==> src/rtl/bcd_step_counter.sv <==
// ============================================================================
// Module      : bcd_step_counter
// Description : Two-button up/down counter over 0..3 for a 7-segment BCD
//               decoder. Each raw push button is synchronized (2 flops) and
//               debounced. A debounced rising edge on btn_inc or btn_dec
//               steps the count by +1 or -1, modulo 4. Simultaneous inc/dec
//               presses cancel each other.
//
// Parameters  : DEB_CYCLES     stable synchronized cycles needed before a
//                              button level is accepted (2..65535)
//               REPEAT_CYCLES  auto-repeat period in cycles (2..65535),
//                              only used when auto-repeat is built in
//
// Ports       : clk      in   1  single rising-edge clock
//               rst      in   1  asynchronous active-high reset
//               btn_inc  in   1  raw increment button, asynchronous
//               btn_dec  in   1  raw decrement button, asynchronous
//               out_bcd  out  4  registered {2'b00, count}
//               step     out  1  one-cycle pulse when out_bcd changes
//
// Macro       : BCD_STEP_AUTOREPEAT_EN
//               Defined   -> a single held button steps again every
//                            REPEAT_CYCLES cycles after the press step.
//               Undefined -> exactly one step per press, no repeat logic.
//
// Revision    : 1.0  initial release
// ============================================================================
`default_nettype none

module bcd_step_counter #(
  parameter int DEB_CYCLES    = 4,
  parameter int REPEAT_CYCLES = 8
) (
  input  logic       clk,
  input  logic       rst,
  input  logic       btn_inc,
  input  logic       btn_dec,
  output logic [3:0] out_bcd,
  output logic       step
);

  // Counter width covers the full legal parameter range (up to 65535).
  localparam int                 C_CNT_W    = 16;
  localparam logic [C_CNT_W-1:0] C_DEB_LAST = C_CNT_W'(DEB_CYCLES - 1);
  localparam logic [C_CNT_W-1:0] C_CNT_ONE  = C_CNT_W'(1);

  // Bit 0 is the increment button, bit 1 the decrement button.
  wire [1:0] w_raw;
  wire [1:0] w_press;
`ifdef BCD_STEP_AUTOREPEAT_EN
  wire [1:0] w_deb;
`endif

  assign w_raw = {btn_dec, btn_inc};

  // --------------------------------------------------------------------------
  // Per-button synchronizer, debouncer and rising-edge detector
  // --------------------------------------------------------------------------
  for (genvar gi = 0; gi < 2; gi++) begin : g_btn
    logic               r_s1;
    logic               r_s2;
    logic               r_lvl;
    logic               r_lvl_prev;
    logic [C_CNT_W-1:0] r_deb_cnt;

    always_ff @(posedge clk or posedge rst) begin
      if (rst) begin
        r_s1       <= 1'b0;
        r_s2       <= 1'b0;
        r_lvl      <= 1'b0;
        r_lvl_prev <= 1'b0;
        r_deb_cnt  <= '0;
      end else begin
        r_s1       <= w_raw[gi];
        r_s2       <= r_s1;
        r_lvl_prev <= r_lvl;
        // The counter measures how long s2 has disagreed with the accepted
        // level; any agreement restarts the measurement.
        if (r_s2 == r_lvl) begin
          r_deb_cnt <= '0;
        end else if (r_deb_cnt == C_DEB_LAST) begin
          r_lvl     <= r_s2;
          r_deb_cnt <= '0;
        end else begin
          r_deb_cnt <= r_deb_cnt + C_CNT_ONE;
        end
      end
    end

    // Only a debounced rising edge is a press; releases never step.
    assign w_press[gi] = r_lvl & ~r_lvl_prev;
`ifdef BCD_STEP_AUTOREPEAT_EN
    assign w_deb[gi]   = r_lvl;
`endif
  end

  // --------------------------------------------------------------------------
  // Step requests (press events, plus auto-repeat when built in)
  // --------------------------------------------------------------------------
  logic w_inc_ev;
  logic w_dec_ev;

`ifdef BCD_STEP_AUTOREPEAT_EN
  localparam logic [C_CNT_W-1:0] C_REP_LAST = C_CNT_W'(REPEAT_CYCLES - 1);

  logic               r_rep_cnt_en_dummy_unused;
  logic [C_CNT_W-1:0] r_rep_cnt;
  logic               w_hold_one;
  logic               w_rep_fire;

  assign r_rep_cnt_en_dummy_unused = 1'b0;

  // Repeat timing runs only while exactly one button is held. The press
  // itself restarts the period so the first repeat lands REPEAT_CYCLES
  // after the press step.
  assign w_hold_one = w_deb[0] ^ w_deb[1];
  assign w_rep_fire = w_hold_one && !(|w_press) && (r_rep_cnt == C_REP_LAST);

  always_ff @(posedge clk or posedge rst) begin
    if (rst) begin
      r_rep_cnt <= '0;
    end else if (!w_hold_one || (|w_press) || (r_rep_cnt == C_REP_LAST)) begin
      r_rep_cnt <= '0;
    end else begin
      r_rep_cnt <= r_rep_cnt + C_CNT_ONE;
    end
  end

  assign w_inc_ev = w_press[0] | (w_rep_fire & w_deb[0]);
  assign w_dec_ev = w_press[1] | (w_rep_fire & w_deb[1]);
`else
  assign w_inc_ev = w_press[0];
  assign w_dec_ev = w_press[1];
`endif

  // --------------------------------------------------------------------------
  // Count register and step pulse
  // --------------------------------------------------------------------------
  logic [1:0] r_count;
  logic       r_step;

  always_ff @(posedge clk or posedge rst) begin
    if (rst) begin
      r_count <= 2'd0;
      r_step  <= 1'b0;
    end else begin
      r_step <= 1'b0;
      // Simultaneous inc and dec cancel; 2-bit arithmetic gives the mod-4 wrap.
      if (w_inc_ev ^ w_dec_ev) begin
        r_count <= w_inc_ev ? (r_count + 2'd1) : (r_count - 2'd1);
        r_step  <= 1'b1;
      end
    end
  end

  assign out_bcd = {2'b00, r_count};
  assign step    = r_step;

endmodule

`default_nettype wire
==> config.mk <==
export PLATFORM = sky130hd
export DESIGN_NAME = bcd_step_counter
export DESIGN_NICKNAME = d
export VERILOG_FILES = /design/src/rtl/bcd_step_counter.sv
export SDC_FILE = /design/constraint.sdc
export NUM_CORES = 1
export LEC_CHECK = 0
export BUFFER_PORTS_ARGS = -buffer_cell sky130_fd_sc_hd__buf_4
export CAP_MARGIN = 10
export CORE_MARGIN = 1
export CORE_UTILIZATION = 60
export DETAILED_ROUTE_END_ITERATION = 7
export PLACE_DENSITY = 0.78
export SYNTH_ARGS = -nofsm -noshare
export SYNTH_HDL_FRONTEND = slang
export SYNTH_SLANG_ARGS = --single-unit
==> constraint.sdc <==
create_clock -name clk -period 1.9 [get_ports clk]
set_input_delay 0.095 -clock clk [delete_from_list [all_inputs] [get_ports clk]]
set_output_delay 0.095 -clock clk [all_outputs]
set_load 0.01 [all_outputs]
==> out/metrics.cfg <==
[outcome]
status = finished clean

[global_route]
grt-ovfl-total = 0
grt_max_degree = 44
antenna_found_initial = 0
first_global_vias = 1384
grt_pass1_wl_mm = 6.27
grtUsageTotal_pct = 24.5

[critical_path]
reg2regPathDepth = 6
crit_fanout = 15
worstReg2RegStart = g_btn[1].r_deb_cnt[0]
critPathLaunchType = flip-flop
crit_type = reg2reg
crit_arrival_ps = 1930
cp-end-kind = flip-flop
worstPathRequired_ps = 2150
regToRegEndpoint = g_btn[1].r_deb_cnt[6]
reg2reg_slack_ps = 210

[logic_synthesis]
netlist_top_cells_area = dfrtp_1 (55%), xnor2_1 (10%), nor2_1 (6.1%)
synth_cells = 191
ys_seq_area_share_pct = 54.5
synth_top_area_cell = dfrtp_1
syn_avg_cell_area_sq_um = 10.3
synth_top_area_share_pct = 54.5
ys_types = 29
ys_warn_count = 0
syn_area_sq_um = 1970
synth_seq_cells = 43

[worst_hold_path]
worstHoldStart = g_btn[0].r_s1
hold_class = reg2reg
hold_end = g_btn[0].r_s2
hold_path_depth = 0

[finish]
final_cells = 250
nFillCells = 237
postLayoutCoreUtil_pct = 71.1
multi_input_area_sq_um = 843
fin_nets = 211
drive_gt1_share_pct = 12.1
fin_area_sq_um = 2190
n_antenna_cell = 0
syn_to_final_growth_pct = 10.9
regArea_sq_um = 1080

[timing]
fin_crit_sh_pct = 88.7
finalWorstSetupSlack_ps = 215
fmax_mhz = 593
max_slew_margin_pct = 65.9
final_max_slew_viol_count = 0
fin_skew_ps = 15.9
finalHoldViolCount = 0
fin_tns_setup_ps = 0
worst_pin_slew_ps = 512
setup_violations = 0
layout_min_cycle_time_ps = 1690
fin_hold_ws_ps = 372
rsz0062_at_grt = false

[floorplan]
rows = 20
dieArea_sq_um = 3520
core_area_sq_um = 3080
die_h_um = 59.3
ios = 9
die_x_um = 59.3
floorplan.initialDensity_pct = 64.1

[placed_design]
place_inst = 239
gp_congestion = 0.809
io_buffer_count = 6
place_area_sq_um = 2070
hpwl_mm = 2.36
place_ws_ps = 240

[route]
routedWlPerCell_um = 14.1
dr.pass1.iters = 4
drc = 0
vias_per_cell = 5.55
drt-total-wl_mm = 3.52
first_iter_violations = 94
vias = 1387
ant_nets = 0

[power]
power_switching_mw = 0.701
powerDensity_nw_per_um2 = 1050
p_comb_share_pct = 22.4
p_int_mw = 1.59
power_mw = 2.29
clock_power_share_pct = 26.4
switching_share_pct = 30.6
seq_power_share_pct = 51.1
ir_worst_vdd_v = 0.000796
power_leakage_nw = 0.903

[clock_tree]
cts_tree = built
clock-sinks = 43
path_clk_slew_ps = 120
numCtsBuffers = 5
cts_setup_buffers = 0
clk_path_buf_depth = 2
clockRootBuffer = clkbuf_4
htreeDepth = 2
clk_latency_ps = 360

[flow_run]
cap_viol_max_count = 0

==> sequential cells by signal, indices dropped and copies added (netlist names) <==
register	cells
step	1
r_count	2
g_btn.r_deb_cnt	32
g_btn.r_lvl	2
g_btn.r_s1	2
g_btn.r_lvl_prev	2
g_btn.r_s2	2
==> cells by family (layout without fill, tap and decap cells) <==
group                    after synthesis  count (layout)  share of synthesized area, %
XOR/XNOR                              30              30                          13.3
multiplexers                           3               3                          1.65
buffers and inverters                 14              28                          3.23
other                                  1               2                         0.190
AO/OA/AOI/OAI                          5               5                          1.40
flip-flops                            43              43                          54.5
adder cells (fa/ha/maj)                2               2                          1.27
AND/OR/NAND/NOR                       93              93                          24.4
==> worst max-delay path: stages, from the launching register on <==
cell	delay (ps)
dfrtp_1	430
ha_1	270
nor4b_1	270
nand4_1	210
nand2_1	110
buf_4	210
nor2_1	80
==> Yosys cell counts <==
library cell and number:
inv_1 8, buf_4 2, ha_1 2, mux2i_1 1
conb_1 1, xnor2_1 23, nand4_2 2, buf_2 3
nor3b_1 1, a21oi_1 2, nor2b_1 1, mux2_2 2
nand3_1 8, and4_2 1, nor4_1 10, dfrtp_1 43
nor3_1 11, a21boi_0 1, or2_2 1, nand4_1 9
nand3_2 1, or3_1 3, clkbuf_1 1, nor2_1 32
and3_1 2, xor2_1 7, nor4b_1 2, nand2_1 9
o21ai_0 2
==> placed cells by master (no fill, tap or decap), drive strengths merged, types with 3 or more instances in the layout <==
master / instances
dfrtp: 43
nor2: 32
xnor2: 23
nor3: 11
nand4: 11
nor4: 10
nand2: 9
buf: 9
nand3: 9
inv: 8
xor2: 7
clkbuf: 6
or3: 3
dlygate4sd3: 3
==> per-layer routing <==
metal,share of wire (%),routed length (um),vias to the layer above,GRT usage [%]
met5,0,0,-,0
met4,1.5,53,0,9.52
met3,4.4,153,6,6.77
met2,50,1750,34,39.0
met1,44,1560,672,31.8
li1,-,-,675,-
==> layout make-up <==
class	instances	share of cell area, %
clock buffer	6	2.34
clock inverter	2	1.60
inverter	8	1.37
multi-input combinational	135	38.5
sequential	43	49.2
tap	44	2.52
timing repair buffer	12	4.46
==> worst max path at each step <==
stage,from,endpoint,slack [ps],cells after the start
floorplan,g_btn[0].r_deb_cnt[0],g_btn[0].r_deb_cnt[10],390,6
global placement,g_btn[1].r_deb_cnt[0],g_btn[1].r_deb_cnt[7],290,6
detailed placement,g_btn[0].r_deb_cnt[0],g_btn[0].r_deb_cnt[2],240,6
CTS,g_btn[0].r_deb_cnt[0],g_btn[0].r_deb_cnt[9],90,6
global route,g_btn[1].r_deb_cnt[0],g_btn[1].r_deb_cnt[10],80,6
finish,g_btn[1].r_deb_cnt[0],g_btn[1].r_deb_cnt[6],210,6
==> repair_timing <==
item                                   in CTS  in global routing
setup endpoints to repair                   0                  1
hold buffers                                3                  0
endpoints found under the hold margin      45                  0
gates resized for setup                     0                  1
==> power by group through the flow <==
stage	clock, mW	sequential (mW)	combinational, mW
after global placement	0	1.17	0.485
after detailed placement	0	1.18	0.510
after floorplan	0	1.16	0.361
after CTS	0.623	1.17	0.522
after global routing	0.658	1.19	0.586
final	0.605	1.17	0.514
Note: power is estimated with default switching activity, not from simulation.
